**config.mk**
```make
export PLATFORM = sky130hd
export DESIGN_NAME = verdict_serializer
export DESIGN_NICKNAME = d
export VERILOG_FILES = /design/src/rtl/verdict_serializer.sv
export SDC_FILE = /design/constraint.sdc
export NUM_CORES = 2
export LEC_CHECK = 0
export ABC_AREA = 0
export BUFFER_PORTS_ARGS = -buffer_cell sky130_fd_sc_hd__clkbuf_2
export CELL_PAD_IN_SITES_DETAIL_PLACEMENT = 0
export CELL_PAD_IN_SITES_GLOBAL_PLACEMENT = 1
export CORE_UTILIZATION = 45
export DETAILED_ROUTE_END_ITERATION = 8
export GPL_ROUTABILITY_DRIVEN = 0
export MAX_ROUTING_LAYER = met4
export PLACE_DENSITY_LB_ADDON = 0.1
export SLEW_MARGIN = 10
export SYNTH_ARGS = -nofsm -noshare
export SYNTH_HDL_FRONTEND = slang
export SYNTH_SLANG_ARGS = --single-unit
export TNS_END_PERCENT = 50
```
**constraint.sdc**
```tcl
create_clock -name clk -period 44.5 [get_ports clk]
set_input_delay 6.675 -clock clk [delete_from_list [all_inputs] [get_ports clk]]
set_output_delay 6.675 -clock clk [all_outputs]
set_load 0.01 [all_outputs]
```
**src/rtl/verdict_serializer.sv**
```systemverilog
// Captures per-cycle monitor verdicts into a record FIFO and streams each record as a
// header word followed by its active values. VERDICT_TIMESTAMP_EN enables the cycle timestamp.
module verdict_serializer #(
    parameter int FIFO_DEPTH = 8
) (
    input  logic        clk,
    input  logic        rst,
    input  logic        en,
    input  logic [63:0] output_0,
    input  logic [63:0] output_1,
    input  logic [63:0] output_2,
    input  logic [63:0] output_3,
    input  logic        output_0_aktv,
    input  logic        output_1_aktv,
    input  logic        output_2_aktv,
    input  logic        output_3_aktv,
    output logic [63:0] out_data,
    output logic        out_valid,
    input  logic        out_ready,
    output logic        out_last,
    output logic        overflow,
    output logic [15:0] drop_count
);
    localparam int PW = (FIFO_DEPTH > 1) ? $clog2(FIFO_DEPTH) : 1;
    localparam int CW = PW + 1;
    localparam logic [CW-1:0] DEPTH_C = CW'(FIFO_DEPTH);

    typedef enum logic [1:0] {IDLE, HEADER, VALUE} state_t;

    state_t          state_q, state_d;
    logic [PW-1:0]   wr_ptr_q, wr_ptr_d, rd_ptr_q, rd_ptr_d, rd_ptr_inc;
    logic [CW-1:0]   count_q, count_d;
    logic [63:0]     out_data_q, out_data_d;
    logic            out_valid_q, out_valid_d, out_last_q, out_last_d;
    logic [3:0]      rem_q, rem_d;
    logic            overflow_q, overflow_d;
    logic [15:0]     drop_count_q, drop_count_d;

    logic [3:0]      cap_mask;
    logic [255:0]    cap_vals;
    logic            push_req, push, pop, drop, full, hs;
    logic [3:0]      head_mask, nxt_mask, rem_after;
    logic [255:0]    head_vals;
    logic [31:0]     head_ts, nxt_ts;
    logic [1:0]      first_idx;
    logic [63:0]     sel_word;

    logic [3:0]      mask_mem [FIFO_DEPTH];
    logic [255:0]    val_mem  [FIFO_DEPTH];

    assign cap_mask = {output_3_aktv, output_2_aktv, output_1_aktv, output_0_aktv};
    assign cap_vals = {output_3, output_2, output_1, output_0};

    assign full     = (count_q == DEPTH_C);
    assign hs       = out_valid_q && out_ready;
    assign pop      = hs && out_last_q;
    assign push_req = en && (cap_mask != 4'b0000);
    assign push     = push_req && (!full || pop);
    assign drop     = push_req && full && !pop;

    always_ff @(posedge clk) begin
        if (push) begin
            mask_mem[wr_ptr_q] <= cap_mask;
            val_mem[wr_ptr_q]  <= cap_vals;
        end
    end

    assign rd_ptr_inc = rd_ptr_q + PW'(1);
    assign head_mask  = mask_mem[rd_ptr_q];
    assign head_vals  = val_mem[rd_ptr_q];
    // With one record left and a capture on the pop edge, the next head is still being written.
    assign nxt_mask   = (count_q == CW'(1)) ? cap_mask : mask_mem[rd_ptr_inc];

`ifdef VERDICT_TIMESTAMP_EN
    logic [31:0] ts_q, ts_d;
    logic [31:0] ts_mem [FIFO_DEPTH];

    always_comb begin
        ts_d = en ? ts_q + 32'd1 : ts_q;
    end

    always_ff @(posedge clk or negedge rst) begin
        if (!rst) ts_q <= '0;
        else      ts_q <= ts_d;
    end

    always_ff @(posedge clk) begin
        if (push) ts_mem[wr_ptr_q] <= ts_q;
    end

    assign head_ts = ts_mem[rd_ptr_q];
    assign nxt_ts  = (count_q == CW'(1)) ? ts_q : ts_mem[rd_ptr_inc];
`else
    assign head_ts = '0;
    assign nxt_ts  = '0;
`endif

    always_comb begin
        wr_ptr_d     = push ? wr_ptr_q + PW'(1) : wr_ptr_q;
        rd_ptr_d     = pop ? rd_ptr_inc : rd_ptr_q;
        count_d      = count_q + CW'(push) - CW'(pop);
        overflow_d   = overflow_q | drop;
        drop_count_d = (drop && drop_count_q != 16'hFFFF) ? drop_count_q + 16'd1 : drop_count_q;
    end

    // Lowest remaining mask bit selects the next value word.
    always_comb begin
        first_idx = 2'd0;
        for (int i = 3; i >= 0; i--) begin
            if (rem_q[i]) first_idx = 2'(i);
        end
        rem_after = rem_q & ~(4'b0001 << first_idx);
        case (first_idx)
            2'd0:    sel_word = head_vals[63:0];
            2'd1:    sel_word = head_vals[127:64];
            2'd2:    sel_word = head_vals[191:128];
            default: sel_word = head_vals[255:192];
        endcase
    end

    always_comb begin
        state_d     = state_q;
        out_valid_d = out_valid_q;
        out_data_d  = out_data_q;
        out_last_d  = out_last_q;
        rem_d       = rem_q;
        case (state_q)
            IDLE: begin
                if (count_q != '0) begin
                    state_d     = HEADER;
                    out_valid_d = 1'b1;
                    out_data_d  = {head_mask, 28'h0, head_ts};
                    out_last_d  = 1'b0;
                    rem_d       = head_mask;
                end
            end
            HEADER: begin
                if (hs) begin
                    state_d    = VALUE;
                    out_data_d = sel_word;
                    rem_d      = rem_after;
                    out_last_d = (rem_after == 4'b0000);
                end
            end
            VALUE: begin
                if (hs && out_last_q) begin
                    if (count_d != '0) begin
                        state_d    = HEADER;
                        out_data_d = {nxt_mask, 28'h0, nxt_ts};
                        out_last_d = 1'b0;
                        rem_d      = nxt_mask;
                    end else begin
                        state_d     = IDLE;
                        out_valid_d = 1'b0;
                        out_data_d  = '0;
                        out_last_d  = 1'b0;
                        rem_d       = 4'b0000;
                    end
                end else if (hs) begin
                    out_data_d = sel_word;
                    rem_d      = rem_after;
                    out_last_d = (rem_after == 4'b0000);
                end
            end
            default: begin
                state_d     = IDLE;
                out_valid_d = 1'b0;
                out_data_d  = '0;
                out_last_d  = 1'b0;
                rem_d       = 4'b0000;
            end
        endcase
    end

    always_ff @(posedge clk or negedge rst) begin
        if (!rst) begin
            state_q      <= IDLE;
            wr_ptr_q     <= '0;
            rd_ptr_q     <= '0;
            count_q      <= '0;
            out_data_q   <= '0;
            out_valid_q  <= 1'b0;
            out_last_q   <= 1'b0;
            rem_q        <= 4'b0000;
            overflow_q   <= 1'b0;
            drop_count_q <= '0;
        end else begin
            state_q      <= state_d;
            wr_ptr_q     <= wr_ptr_d;
            rd_ptr_q     <= rd_ptr_d;
            count_q      <= count_d;
            out_data_q   <= out_data_d;
            out_valid_q  <= out_valid_d;
            out_last_q   <= out_last_d;
            rem_q        <= rem_d;
            overflow_q   <= overflow_d;
            drop_count_q <= drop_count_d;
        end
    end

    assign out_data   = out_data_q;
    assign out_valid  = out_valid_q;
    assign out_last   = out_last_q;
    assign overflow   = overflow_q;
    assign drop_count = drop_count_q;
endmodule

```
* Yosys cells after proc, flatten, opt, wreduce, memory -nomap -nowiden
Memory sizes are Yosys's and may differ from the RTL's. Cells that the tools add are included.
Word-level totals: register bits 99, bits in writable memories 2080, logic and storage cells 82, output and inout port bits 83, input bits 264, memories 2
Memories:
- val_mem | words 8, bits a word 256, read ports 1, clocked after Yosys merged registers in 0, write ports 1, line 49 | logic [255:0] val_mem [FIFO_DEPTH];
- mask_mem | words 8, bits a word 4, read ports 2, clocked after Yosys merged registers in 0, write ports 1, line 48 | logic [3:0] mask_mem [FIFO_DEPTH];
Operators by class: shift-type cells 1, mux-type cells 31, reduce and logical (&&, ||, !) cells 18, equal/unequal tests 11, $add $sub $neg 5, bitwise gates (word level) 4
Operators by type and width (number):
- 64-bit one-hot mux with 3 select lines | 2
- 64-bit 2-to-1 mux | 4
- 4-bit 2-to-1 mux | 5
- 16-bit by 1-bit adder with 16-bit output, second input constant | 1
- 16-bit != test, second input constant | 1
- 2-bit 2-to-1 mux | 7
- 4-bit one-hot mux with 3 select lines | 1
- 4-bit nonzero test | 3
- 1-bit 2-to-1 mux | 9
- 2-bit != test, second input constant | 4
- 1-bit logical AND | 7
- 3-bit by 1-bit adder with 3-bit output, second input constant | 2
- 1-bit one-hot mux with 3 select lines | 2
- 2-bit one-hot mux with 3 select lines | 1
- 4-bit by 1-bit adder with 4-bit output | 1
- 4-bit bitwise AND | 1
- 2-bit by 1-bit equality test with 1-bit output, second input constant | 2
- 2-bit equality test, second input constant | 2
- 4-bit by 1-bit equality test with 1-bit output, second input constant | 1
- 4-bit equality test, second input constant | 1
- 2-bit zero test | 2
- 4-bit zero test | 1
- 4-bit inverter | 1
- 4-bit AND reduction | 1
- other kinds (7) | 8

* Longest topological paths before layout
word-level depth 11, mapped depth 13, gate-level depth less buffers 13

* Worst setup path after synthesis
No wires, ideal clock.
kind input to register, from input port out_ready, to memory mask_mem[2][0], enable pin, data required time 43.247 ns, arrival 26.360 ns, cell stages on the path 4, setup time 1.253 ns, path buffers 0, setup slack 16.887 ns, cells stage by stage nand3_1 a31oi_1 nand2b_1 nor3b_1
On the way: word-level cells in the longest chain between the ends 6
RTL lines:
- start: declaration | line 19 | input logic out_ready,
- 1-bit logical AND | line 55 | assign hs = out_valid_q && out_ready;
- 1-bit logical AND | line 56 | assign pop = hs && out_last_q;
- 1-bit logical OR | line 58 | assign push = push_req && (!full || pop);
- 1-bit logical AND | line 58
- 1-bit 2-to-1 mux | line 62 | if (push) begin
- 1-bit 2-to-1 mux (implied by the code) | line 63 | mask_mem[wr_ptr_q] <= cap_mask;
- end: declaration | line 48
No other way between the ends.

* Worst setup path after layout
from input port output_1_aktv, to memory val_mem[5][136], enable pin
On the way: word-level cells in the longest chain between the ends 5
RTL lines:
- start: declaration | line 14 | input logic output_1_aktv,
- 4-bit nonzero test | line 57 | assign push_req = en && (cap_mask != 4'b0000);
- 1-bit logical AND | line 57
- 1-bit logical AND | line 58
- 1-bit 2-to-1 mux | line 62
- 1-bit 2-to-1 mux (implied by the code) | line 64 | val_mem[wr_ptr_q] <= cap_vals;
- end: declaration | line 49
No other way between the ends.

==> run summary <==
max layer used - met4
clock buffer depth - 3
drt wl/cell - 28.6 microns
ys flop type - edfxtp_1
Slew headroom - 27.3%
setup TNS - 0 ns
Int Power - 0.00428 W
Root Driver - clkbuf_16
largest cells by area after synthesis - edfxtp_1, mux4_2, mux2i_1, dfrtp_1, o22ai_1
drt first pass iters - 5
Async S/R FF share, synth - 4.54%
Clock power frac - 29.7%
syn nets - 3983
Static Leak - 30.5 nW
top fanout value on the critical path - 117
Initial DRC Count - 2818
sw frac - 30.0%
min-delay src - out_data[45]$_DFFE_PN0P_
top cell type's share of synthesized area - 75.0%
WL met2 - 97800 microns
clock transition at the registers of the reported paths - 0.06 ns
later-pin clock latency in the skew report - 0.85 ns
critical path required time - 44.96 ns
Seq/Total Area, Yosys - 78.0%
die area - 187000 sq um
Syn Area/Cell - 22.5 sq um
via count - 38633
num rows - 157
Flop pwr share - 43.6%
GRT Overall Usage - 21.8%
Worst Hold Path EP - out_data[45]$_DFFE_PN0P_
Worst Tran Pin Value - 1.09 ns
HPWL Detailed - 108000 microns
H-tree depth - 4
startpoint type of the worst setup path - input pin
number of synthesized flops with an enable pin - 2080
cts hold-fix bufs - 0
Power Total - 0.00612 W
Min-Delay Path Class - reg2reg
Post-CTS Resized - 0
Synth Register Bits - 2179
yosys warns - 0
Crit. End Element - flop
CTS Buf Count - 223
final hold viol count - 0
number of buffers added on ports - 346
minimum clock period - 10.07 ns
share of cells above drive strength 1 - 29.4%
remaining antenna violation count after routing - 0
part of the power in combinational logic - 26.6%
Worst VDD drop - 44.4 uV
Final Skew - 0.0402 ns
distinct cell type count after synthesis - 59
Core Region - 183000 sq um
post-CTS setup buffers - 0
sw power - 0.00184 W
cell count after synthesis - 3706
Critical Path AT - 10.53 ns
DRC viols - 0
Final setup viols - 0
hold path depth - 2
status - finished, final reports clean
most frequent cell after synthesis - edfxtp_1
Routed met3 length - 9520 microns
fmax - 99.3 MHz
r2r startpoint - rd_ptr_q[0]$_DFFE_PN0P_
via density per instance - 5.65
GRT overflow - 0
final period utilization - 22.6%
initial antenna violation count - 61
RSZ-0062 raised after global routing - false
first-pass GRT wire length - 285000 microns
die height - 432 microns
clock sink count - 2179
largest net degree at the start of global routing - 128
worst reg2reg endpoint - out_data[23]$_DFFE_PN0P_
synth-to-layout area growth - 14.4%
Final #Nets - 4428
Slew Viols, Final - 0
Setup Crit Path Kind - in2reg
worst reg2reg path depth - 8
via count of the first global-routing pass - 40455
M1 WL - 84000 microns
Total Wirelength - 196000 microns
Max-cap violations - 0
initial core utilization - 45.4%
Post-Syn Area - 83200 sq um
setup slack, reg-to-reg - 39.61 ns
DIE WIDTH - 432 microns
TritonCTS clock tree - yes
Ports - 347
Power Dens Cells - 64.3 nW/um^2
Post-synth top cells - edfxtp_1, mux4_2, mux2i_1, o22ai_1, dfrtp_1
Synth area leader - edfxtp_1
-- area by class of cell --
type,count,area [sq um]
diodes,34,85.1
multi-input cells,1317,17500
clock inverters,107,1020
inverters,13,48.8
clock buffers,310,6150
repair buffers,417,2410
well taps,2464,3080
fillers,14513,88200
flip-flops and latches,2179,64900
-- worst max path at each step --
stage	from	end	slack, ns	depth (start not counted)
detailed placement	output_1_aktv	val_mem[5][137]$_DFFE_PP_	33.50	9
global route	out_ready	val_mem[5][210]$_DFFE_PP_	34.16	9
CTS	output_1_aktv	val_mem[5][210]$_DFFE_PP_	34.41	9
floorplan	out_ready	mask_mem[2][0]$_DFFE_PP_	16.89	4
finish	output_1_aktv	val_mem[5][136]$_DFFE_PP_	34.43	9
global placement	output_1_aktv	val_mem[5][137]$_DFFE_PP_	33.52	9
-- power by group through the flow --
stage	logic, W	registers [W]	clock network (W)
3_3_place_gp	0.00167	0.00271	0
6_report	0.00163	0.00267	0.00182
5_1_grt	0.00176	0.00269	0.00194
3_5_place_dp	0.00168	0.00271	0
4_1_cts	0.00168	0.00267	0.00187
2_1_floorplan	0.00113	0.00283	0
-- cells by family after synthesis --
logic type      count (synthesis)  share of synthesized area [%]
compound gates                252                           1.84
xor+xnor                       22                          0.240
fa+ha+maj                      14                          0.216
buf+inv                       210                           1.11
flops                        2179                           78.0
mux                           794                           17.4
simple gates                  235                           1.24
-- worst max-delay path: stages --
cell and delay [ns]:
clkbuf_2 0.24, o41ai_1 0.17, a31oi_1 0.17, buf_4 0.19
nand2_1 0.15, nor3b_2 0.49, buf_12 0.67, buf_4 0.73
buf_4 0.80
-- registers in the layout, indices dropped and copies added, names as in the netlist, 2 cells and up --
signal and flops:
val_mem 2048, wr_ptr_q 3, count_q 4, rem_q 4, mask_mem 32, out_data 64, drop_count 16, rd_ptr_q 3
state_q 2
-- per-layer routing --
layer	track usage, %	vias to the layer above
met1	28.9	20843
met5	-	-
li1	-	16590
met2	35.1	903
met3	4.03	297
met4	5.24	0
-- through the flow --
stage          worst slack, ns  cells  area (sq um)  utilization, %  hold WS (ns)
2_1_floorplan            16.89   3706         83200               -         0.504
3_3_place_gp             33.52   6390         88000            47.9         0.461
3_5_place_dp             33.50   6390         88000            47.9         0.470
4_1_cts                  34.41   6807         95100            51.9         0.483
5_1_grt                  34.16   6835         95200            51.9         0.496
6_report                 34.43   6841         95200            51.9         0.477
-- layout by cell type (no fill, tap or decap), types with 6 or more instances in the layout --
cell type  instances
edfxtp_1        2080
mux4_2           519
clkbuf_2         345
mux2i_1          270
clkbuf_16        225
o22ai_1          123
nand2_1           98
dfrtp_1           96
o21ai_0           75
nor2_1            71
clkbuf_1          65
buf_4             60
clkinv_2          38
clkinv_1          37
diode_2           34
nand3_1           20
clkbuf_8          20
a21oi_1           15
xnor2_1           14
inv_1             13
bufinv_16         13
ha_1              12
buf_12            11
and3_1             7
a31oi_1            7
xor2_1             7
nand2b_1           7
a22oi_1            6
No activity file was read; power rests on OpenSTA's default activity.
